[src/rtl/uart_pkg.sv]
// Shared types and constants for the UART blocks.
//   rx_state_e  : receive FSM states
//   DEFAULT_DIV : system clocks per bit at 133 MHz / 115200 baud
//   DATA_BITS   : payload bits per frame (8N1)
//   ptr_width() : FIFO pointer width for a given depth
package uart_pkg;

  localparam int unsigned DEFAULT_DIV = 1155;
  localparam int unsigned DATA_BITS   = 8;

  typedef enum logic [2:0] {
    StIdle,
    StStart,
    StData,
    StStop,
    StWaitHigh
  } rx_state_e;

  function automatic int unsigned ptr_width(input int unsigned depth);
    return (depth > 1) ? $clog2(depth) : 1;
  endfunction

endpackage

[src/rtl/sync_fifo.sv]
// Single-clock first-word-fall-through FIFO.
//   clk, rst  : clock, asynchronous active-high reset
//   push_i    : write wdata_i (ignored when full unless popping in the same cycle)
//   pop_i     : consume head entry (ignored when empty)
//   rdata_o   : head entry, valid while empty_o = 0
//   full_o    : count_o == DEPTH
//   empty_o   : count_o == 0
//   count_o   : occupancy 0..DEPTH
module sync_fifo
  import uart_pkg::*;
#(
  parameter int unsigned WIDTH = 8,
  parameter int unsigned DEPTH = 16
) (
  input  logic                       clk,
  input  logic                       rst,
  input  logic                       push_i,
  input  logic [WIDTH-1:0]           wdata_i,
  input  logic                       pop_i,
  output logic [WIDTH-1:0]           rdata_o,
  output logic                       full_o,
  output logic                       empty_o,
  output logic [ptr_width(DEPTH):0]  count_o
);

  localparam int unsigned PtrW = ptr_width(DEPTH);
  localparam int unsigned CntW = PtrW + 1;

  logic [WIDTH-1:0] mem_q [DEPTH];
  logic [PtrW-1:0]  wr_ptr_q, rd_ptr_q;
  logic [CntW-1:0]  count_q, count_d;
  logic             do_push, do_pop;

  assign full_o  = (count_q == CntW'(DEPTH));
  assign empty_o = (count_q == '0);
  assign count_o = count_q;
  assign rdata_o = mem_q[rd_ptr_q];

  // A full FIFO still accepts a write when the head is leaving in the same cycle.
  assign do_pop  = pop_i & ~empty_o;
  assign do_push = push_i & (~full_o | do_pop);

  always_comb begin
    count_d = count_q;
    case ({do_push, do_pop})
      2'b10:   count_d = count_q + CntW'(1);
      2'b01:   count_d = count_q - CntW'(1);
      default: count_d = count_q;
    endcase
  end

  always_ff @(posedge clk or posedge rst) begin
    if (rst) begin
      for (int i = 0; i < int'(DEPTH); i++) mem_q[i] <= '0;
      wr_ptr_q <= '0;
      rd_ptr_q <= '0;
      count_q  <= '0;
    end else begin
      if (do_push) begin
        mem_q[wr_ptr_q] <= wdata_i;
        wr_ptr_q        <= wr_ptr_q + PtrW'(1);
      end
      if (do_pop) rd_ptr_q <= rd_ptr_q + PtrW'(1);
      count_q <= count_d;
    end
  end

endmodule

[src/rtl/uart_rx_fifo.sv]
// 8N1 UART receiver feeding a FWFT receive FIFO.
//   clk, rst   : system clock, asynchronous active-high reset
//   uart_rx    : raw serial pad input, idle high, asynchronous to clk
//   rx_data    : FIFO head byte, valid while rx_valid = 1
//   rx_valid   : FIFO non-empty
//   rx_ready   : consumer takes the head byte this cycle
//   rx_count   : FIFO occupancy 0..DEPTH
//   frame_err  : one-cycle pulse when a stop bit samples low
//   overrun    : one-cycle pulse when a good byte is dropped because the FIFO is full
module uart_rx_fifo
  import uart_pkg::*;
#(
  parameter int unsigned DIV   = DEFAULT_DIV,
  parameter int unsigned DEPTH = 16
) (
  input  logic                     clk,
  input  logic                     rst,
  input  logic                     uart_rx,
  output logic [DATA_BITS-1:0]     rx_data,
  output logic                     rx_valid,
  input  logic                     rx_ready,
  output logic [$clog2(DEPTH):0]   rx_count,
  output logic                     frame_err,
  output logic                     overrun
);

  localparam int unsigned CntW = $clog2(DIV);
  localparam int unsigned IdxW = $clog2(DATA_BITS);
  localparam logic [CntW-1:0] HalfLoad = CntW'(DIV / 2 - 1);
  localparam logic [CntW-1:0] FullLoad = CntW'(DIV - 1);
  localparam logic [IdxW-1:0] LastIdx  = IdxW'(DATA_BITS - 1);

  rx_state_e            state_q, state_d;
  logic                 sync_q, rxs;
  logic [CntW-1:0]      cnt_q;
  logic [IdxW-1:0]      bit_idx_q;
  logic [DATA_BITS-1:0] shift_q;
  logic                 expiry;
  logic                 push, frame_err_d;
  logic                 frame_err_q, overrun_q;
  logic                 fifo_full, fifo_empty, pop;

  // Two-flop synchroniser; resets to the idle-high line level.
  always_ff @(posedge clk or posedge rst) begin
    if (rst) begin
      sync_q <= 1'b1;
      rxs    <= 1'b1;
    end else begin
      sync_q <= uart_rx;
      rxs    <= sync_q;
    end
  end

  assign expiry = (cnt_q == '0);

  always_ff @(posedge clk or posedge rst) begin
    if (rst) state_q <= StIdle;
    else     state_q <= state_d;
  end

  always_comb begin
    state_d = state_q;
    case (state_q)
      StIdle:     if (!rxs) state_d = StStart;
      StStart:    if (expiry) state_d = rxs ? StIdle : StData;
      StData:     if (expiry && bit_idx_q == LastIdx) state_d = StStop;
      StStop:     if (expiry) state_d = rxs ? StIdle : StWaitHigh;
      StWaitHigh: if (rxs) state_d = StIdle;
      default:    state_d = StIdle;
    endcase
  end

  always_comb begin
    push        = 1'b0;
    frame_err_d = 1'b0;
    case (state_q)
      StStop: begin
        push        = expiry & rxs;
        frame_err_d = expiry & ~rxs;
      end
      default: ;
    endcase
  end

  // Baud counter, bit index and shift register. The half-bit load in IDLE puts
  // every later expiry in the middle of a bit cell.
  always_ff @(posedge clk or posedge rst) begin
    if (rst) begin
      cnt_q     <= '0;
      bit_idx_q <= '0;
      shift_q   <= '0;
    end else begin
      case (state_q)
        StIdle: if (!rxs) cnt_q <= HalfLoad;
        StStart: begin
          if (expiry) begin
            cnt_q     <= FullLoad;
            bit_idx_q <= '0;
          end else begin
            cnt_q <= cnt_q - CntW'(1);
          end
        end
        StData: begin
          if (expiry) begin
            cnt_q     <= FullLoad;
            shift_q   <= {rxs, shift_q[DATA_BITS-1:1]};
            bit_idx_q <= bit_idx_q + IdxW'(1);
          end else begin
            cnt_q <= cnt_q - CntW'(1);
          end
        end
        StStop: if (!expiry) cnt_q <= cnt_q - CntW'(1);
        default: ;
      endcase
    end
  end

  assign pop = rx_valid & rx_ready;

  always_ff @(posedge clk or posedge rst) begin
    if (rst) begin
      frame_err_q <= 1'b0;
      overrun_q   <= 1'b0;
    end else begin
      frame_err_q <= frame_err_d;
      // A coincident pop frees the slot, so only an unaccompanied push is dropped.
      overrun_q   <= push & fifo_full & ~pop;
    end
  end

  assign frame_err = frame_err_q;
  assign overrun   = overrun_q;
  assign rx_valid  = ~fifo_empty;

  sync_fifo #(
    .WIDTH (DATA_BITS),
    .DEPTH (DEPTH)
  ) u_fifo (
    .clk     (clk),
    .rst     (rst),
    .push_i  (push),
    .wdata_i (shift_q),
    .pop_i   (pop),
    .rdata_o (rx_data),
    .full_o  (fifo_full),
    .empty_o (fifo_empty),
    .count_o (rx_count)
  );

endmodule

[config.mk]
export PLATFORM = sky130hd
export DESIGN_NAME = uart_rx_fifo
export DESIGN_NICKNAME = d
export VERILOG_FILES = /design/src/rtl/uart_pkg.sv /design/src/rtl/sync_fifo.sv /design/src/rtl/uart_rx_fifo.sv
export SDC_FILE = /design/constraint.sdc
export NUM_CORES = 1
export LEC_CHECK = 0
export CAP_MARGIN = 10
export CORE_MARGIN = 2
export CORE_UTILIZATION = 50
export DETAILED_ROUTE_END_ITERATION = 12
export PLACE_DENSITY = 0.64
export SLEW_MARGIN = 25
export SYNTH_ARGS = -nofsm -noshare
export SYNTH_HDL_FRONTEND = slang
export SYNTH_SLANG_ARGS = --single-unit
[constraint.sdc]
create_clock -name clk -period 8.84 [get_ports clk]
set_input_delay 1.768 -clock clk [delete_from_list [all_inputs] [get_ports clk]]
set_output_delay 1.768 -clock clk [all_outputs]
set_load 0.005 [all_outputs]
==> metrics.yaml <==
power:
  power-per-cell-area_nw_per_um2: 162.2
  seqPwrFrac_pct: 51.9
  clkPwrFrac_pct: 46.9
  ir_drop_uv: 134.7
  p_leak_uw: 0.004314
  p_int_uw: 1194
  combPwrFrac_pct: 1.2
  switchingPower_uw: 309.2
  switching_share_pct: 20.57
worst_setup_path:
  cp-end-kind: "output port"
  crit_type: "flop to output port"
  worstPathRequired_ps: 7070
  cp-start-kind: "flop"
  worstPathArrival_ps: 3100
  path_max_fanout: 19
synthesis:
  netlist_area_um2: 8473
  synthFlopType: "dfrtp_1"
  syn_nets: 587
  synthMuxAreaShare_pct: 32.24
  ys_seq_elements: 170
  yosysUniqueCellTypes: 55
  async_reset_ff_share_pct: 100.0
  synthSimpleGateAreaFrac_pct: 8.151
  synthXorXnorAreaFrac_pct: 1.137
  synthAdderAreaFrac_pct: 1.861
  synth_enable_flop_cells: 0
  synth-seq-area-share_pct: 50.24
  syn_avg_cell_area_um2: 14.84
  synth_top_family_by_area: "multiplexers"
  synth_compound_area_share_pct: 2.732
  synthCells: 571
  synth_warnings: 0
cells_and_area:
  fill_cells: 1339
  nNetsFinal: 589
  area_delta_synth_final_pct: 9.362
  drive_above_1_share_pct: 37.97
  multi_input_area_um2: 3908
  instances_no_fill: 802
  antenna_cells: 0
  register_area_um2: 4258
clock_tree:
  clkSlewWorstSetupHoldPaths_ps: 60
  clkSinkCount: 170
  clk_latency_ps: 420
  cts_tree: "done"
  cts.root.buffer_cell: "clkbuf_16"
  cts_hold_buf: 0
  numCtsBuffers: 17
  htreeDepth: 4
  cts_resized: 0
  cts_max_path_buffers: 2
  postCtsSetupBuffers: 0
timing:
  max_freq_mhz: 205.3
  skew_ps: 10.90
  rsz0062_at_grt: "no"
  setup_violations: 0
  tightest_slew_ps: 906.7
  hold_violations: 0
  setup_tns_ps: 0
  post-route-min-period_ps: 4872
  relSlewSlack_pct: 39.55
  fin_crit_sh_pct: 55.11
  drv_slew: 0
detailed_routing:
  firstDrtPassIters: 6
  ant_nets: 0
  drcViolationCount: 0
  wire_per_inst_um: 21.27
  num_vias: 4619
  drt_iter0_drc: 273
  routed_wl_mm: 17.06
  vias_per_cell: 5.759
die:
  io_pins: 20
  coreArea_um2: 16580
  dieHeight_um: 134.2
  fp.dieW_um: 134.2
  row_count: 47
  initial_core_util_pct: 51.09
  dieArea_um2: 18000
placement:
  dp.cells: 773
  io_buffers: 19
  hpwl_mm: 10.41
  routabilityCongestion: 0.8520
worst_hold_path:
  hp-class: "flop to flop"
grt:
  grt_antenna_before_repair: 0
  grt_pass1_vias: 4909
  grt_pass1_wl_mm: 27.71
  grt_max_degree: 104
  gr-usage-all-layers_pct: 20.45
  grt.overflow.total: 0
outcome:
  status: "completed"
flow_run:
  drv_cap: 0
[stage by stage]
step	util, %	worst slack (ps)	hold WS [ps]	power, uW	cell area [um2]
floorplan	-	2472	345.2	805.2	8473
CTS	55.71	3879	358.8	1518	9239
global route	55.88	3769	363.8	1556	9266
global placement	52.39	4341	349.6	811.5	8688
finish	55.88	3968	357.4	1503	9266
detailed placement	52.39	4328	347.6	812.3	8688
[Yosys cell counts, types with 2 or more instances]
| cell | count | area [um2] |
|---|---|---|
| a41oi_1 | 2 | 17.52 |
| xnor2_1 | 9 | 78.83 |
| nand2_1 | 46 | 172.7 |
| nor2_1 | 16 | 60.06 |
| or3_1 | 6 | 37.54 |
| nand2b_1 | 2 | 12.51 |
| xor2_1 | 2 | 17.52 |
| buf_1 | 2 | 7.510 |
| and3_1 | 15 | 93.84 |
| dfstp_2 | 2 | 52.55 |
| clkbuf_1 | 18 | 67.56 |
| nor2b_1 | 2 | 12.51 |
| a31o_2 | 2 | 17.52 |
| nand3_1 | 5 | 25.02 |
| a22o_1 | 2 | 17.52 |
| mux2_4 | 92 | 1381 |
| inv_1 | 6 | 22.52 |
| ha_1 | 11 | 137.6 |
| and3_4 | 2 | 22.52 |
| mux2_2 | 39 | 439.2 |
| a21oi_1 | 7 | 35.03 |
| or4_1 | 3 | 22.52 |
| and2_1 | 2 | 12.51 |
| dfrtp_1 | 168 | 4204 |
| mux4_2 | 40 | 900.9 |
| o21ai_0 | 13 | 65.06 |
| nor4_1 | 3 | 18.77 |
| or2_2 | 2 | 12.51 |
| nand4_1 | 4 | 25.02 |
| nor3_2 | 2 | 20.02 |
| buf_6 | 17 | 191.4 |
| buf_2 | 4 | 20.02 |
| a21o_1 | 3 | 22.52 |
[worst paths after layout]
check / start / end / slack [ps] / depth (start not counted)
setup / recovery: u_fifo.rd_ptr_q[0] / rx_data[4] / 3970 / 4
hold / removal: sync_q / rxs / 360 / 0
setup reg to reg: cnt_q[0] / u_fifo.count_o[4] / 5530 / 12
hold reg to reg: sync_q / rxs / 360 / 0
max in group asynchronous: rst / u_fifo.rd_ptr_q[0] / 5970 / 3
min in group asynchronous: rst / bit_idx_q[2] / 1680 / 2
[power groups by stage]
stage                     Combinational, uW  Sequential (uW)  Clock (uW)
after floorplan                        11.5              794           0
after global placement                 17.8              794           0
after detailed placement               18.5              794           0
after CTS                              18.6              779         720
after global routing                   22.4              779         755
final                                  18.8              779         705
[critical path, stage by stage, from the launching register on]
cell and delay (ps):
dfrtp_2 720, buf_4 460, mux4_2 560, mux4_2 480, clkdlybuf4s50_1 450
[flip-flops by register name, summed over array words and instances (netlist names)]
name / cells
sync_q: 1
overrun: 1
u_fifo.wr_ptr_q: 4
bit_idx_q: 3
cnt_q: 11
u_fifo.rd_ptr_q: 4
frame_err: 1
state_q: 3
u_fifo.mem_q: 128
shift_q: 8
u_fifo.count_o: 5
rxs: 1
[layer usage]
metal	vias to the layer above	global-route usage [%]	part of all wire, %
met4	0	5.673	1.9
li1	2083	-	-
met1	2415	27.88	46
met3	25	4.875	3.4
met2	96	33.13	49
met5	-	0	0
[cell families (layout without fill, tap and decap cells)]
kind of cell	after synthesis	count (layout)
AOI/OAI and AO/OA	36	36
xor gates and xnor gates	11	11
adders and majority gates	12	12
buffers and inverters	47	58
DFF	170	170
muxes	172	172
and+or+nand+nor	123	123
[cells in the final DEF, fill, tap and decap left out, types with 11 or more instances in the layout]
master	netlist	routed
nand2_1	46	46
mux2_2	39	39
o21ai_0	13	13
dfrtp_1	168	167
and3_1	15	15
clkdlybuf4s50_1	0	19
mux2_4	92	92
nor2_1	16	16
clkbuf_16	0	17
mux4_2	40	40
ha_1	11	11
[layout make-up]
class	count	share of cell area, %
clock buffer	22	5.225
clock inverter	6	0.7156
inverter	6	0.2971
multi-input combinational	354	42.17
sequential	170	45.95
tap	220	2.971
timing repair buffer	24	2.674
Note: power is estimated with default switching activity, not from simulation.
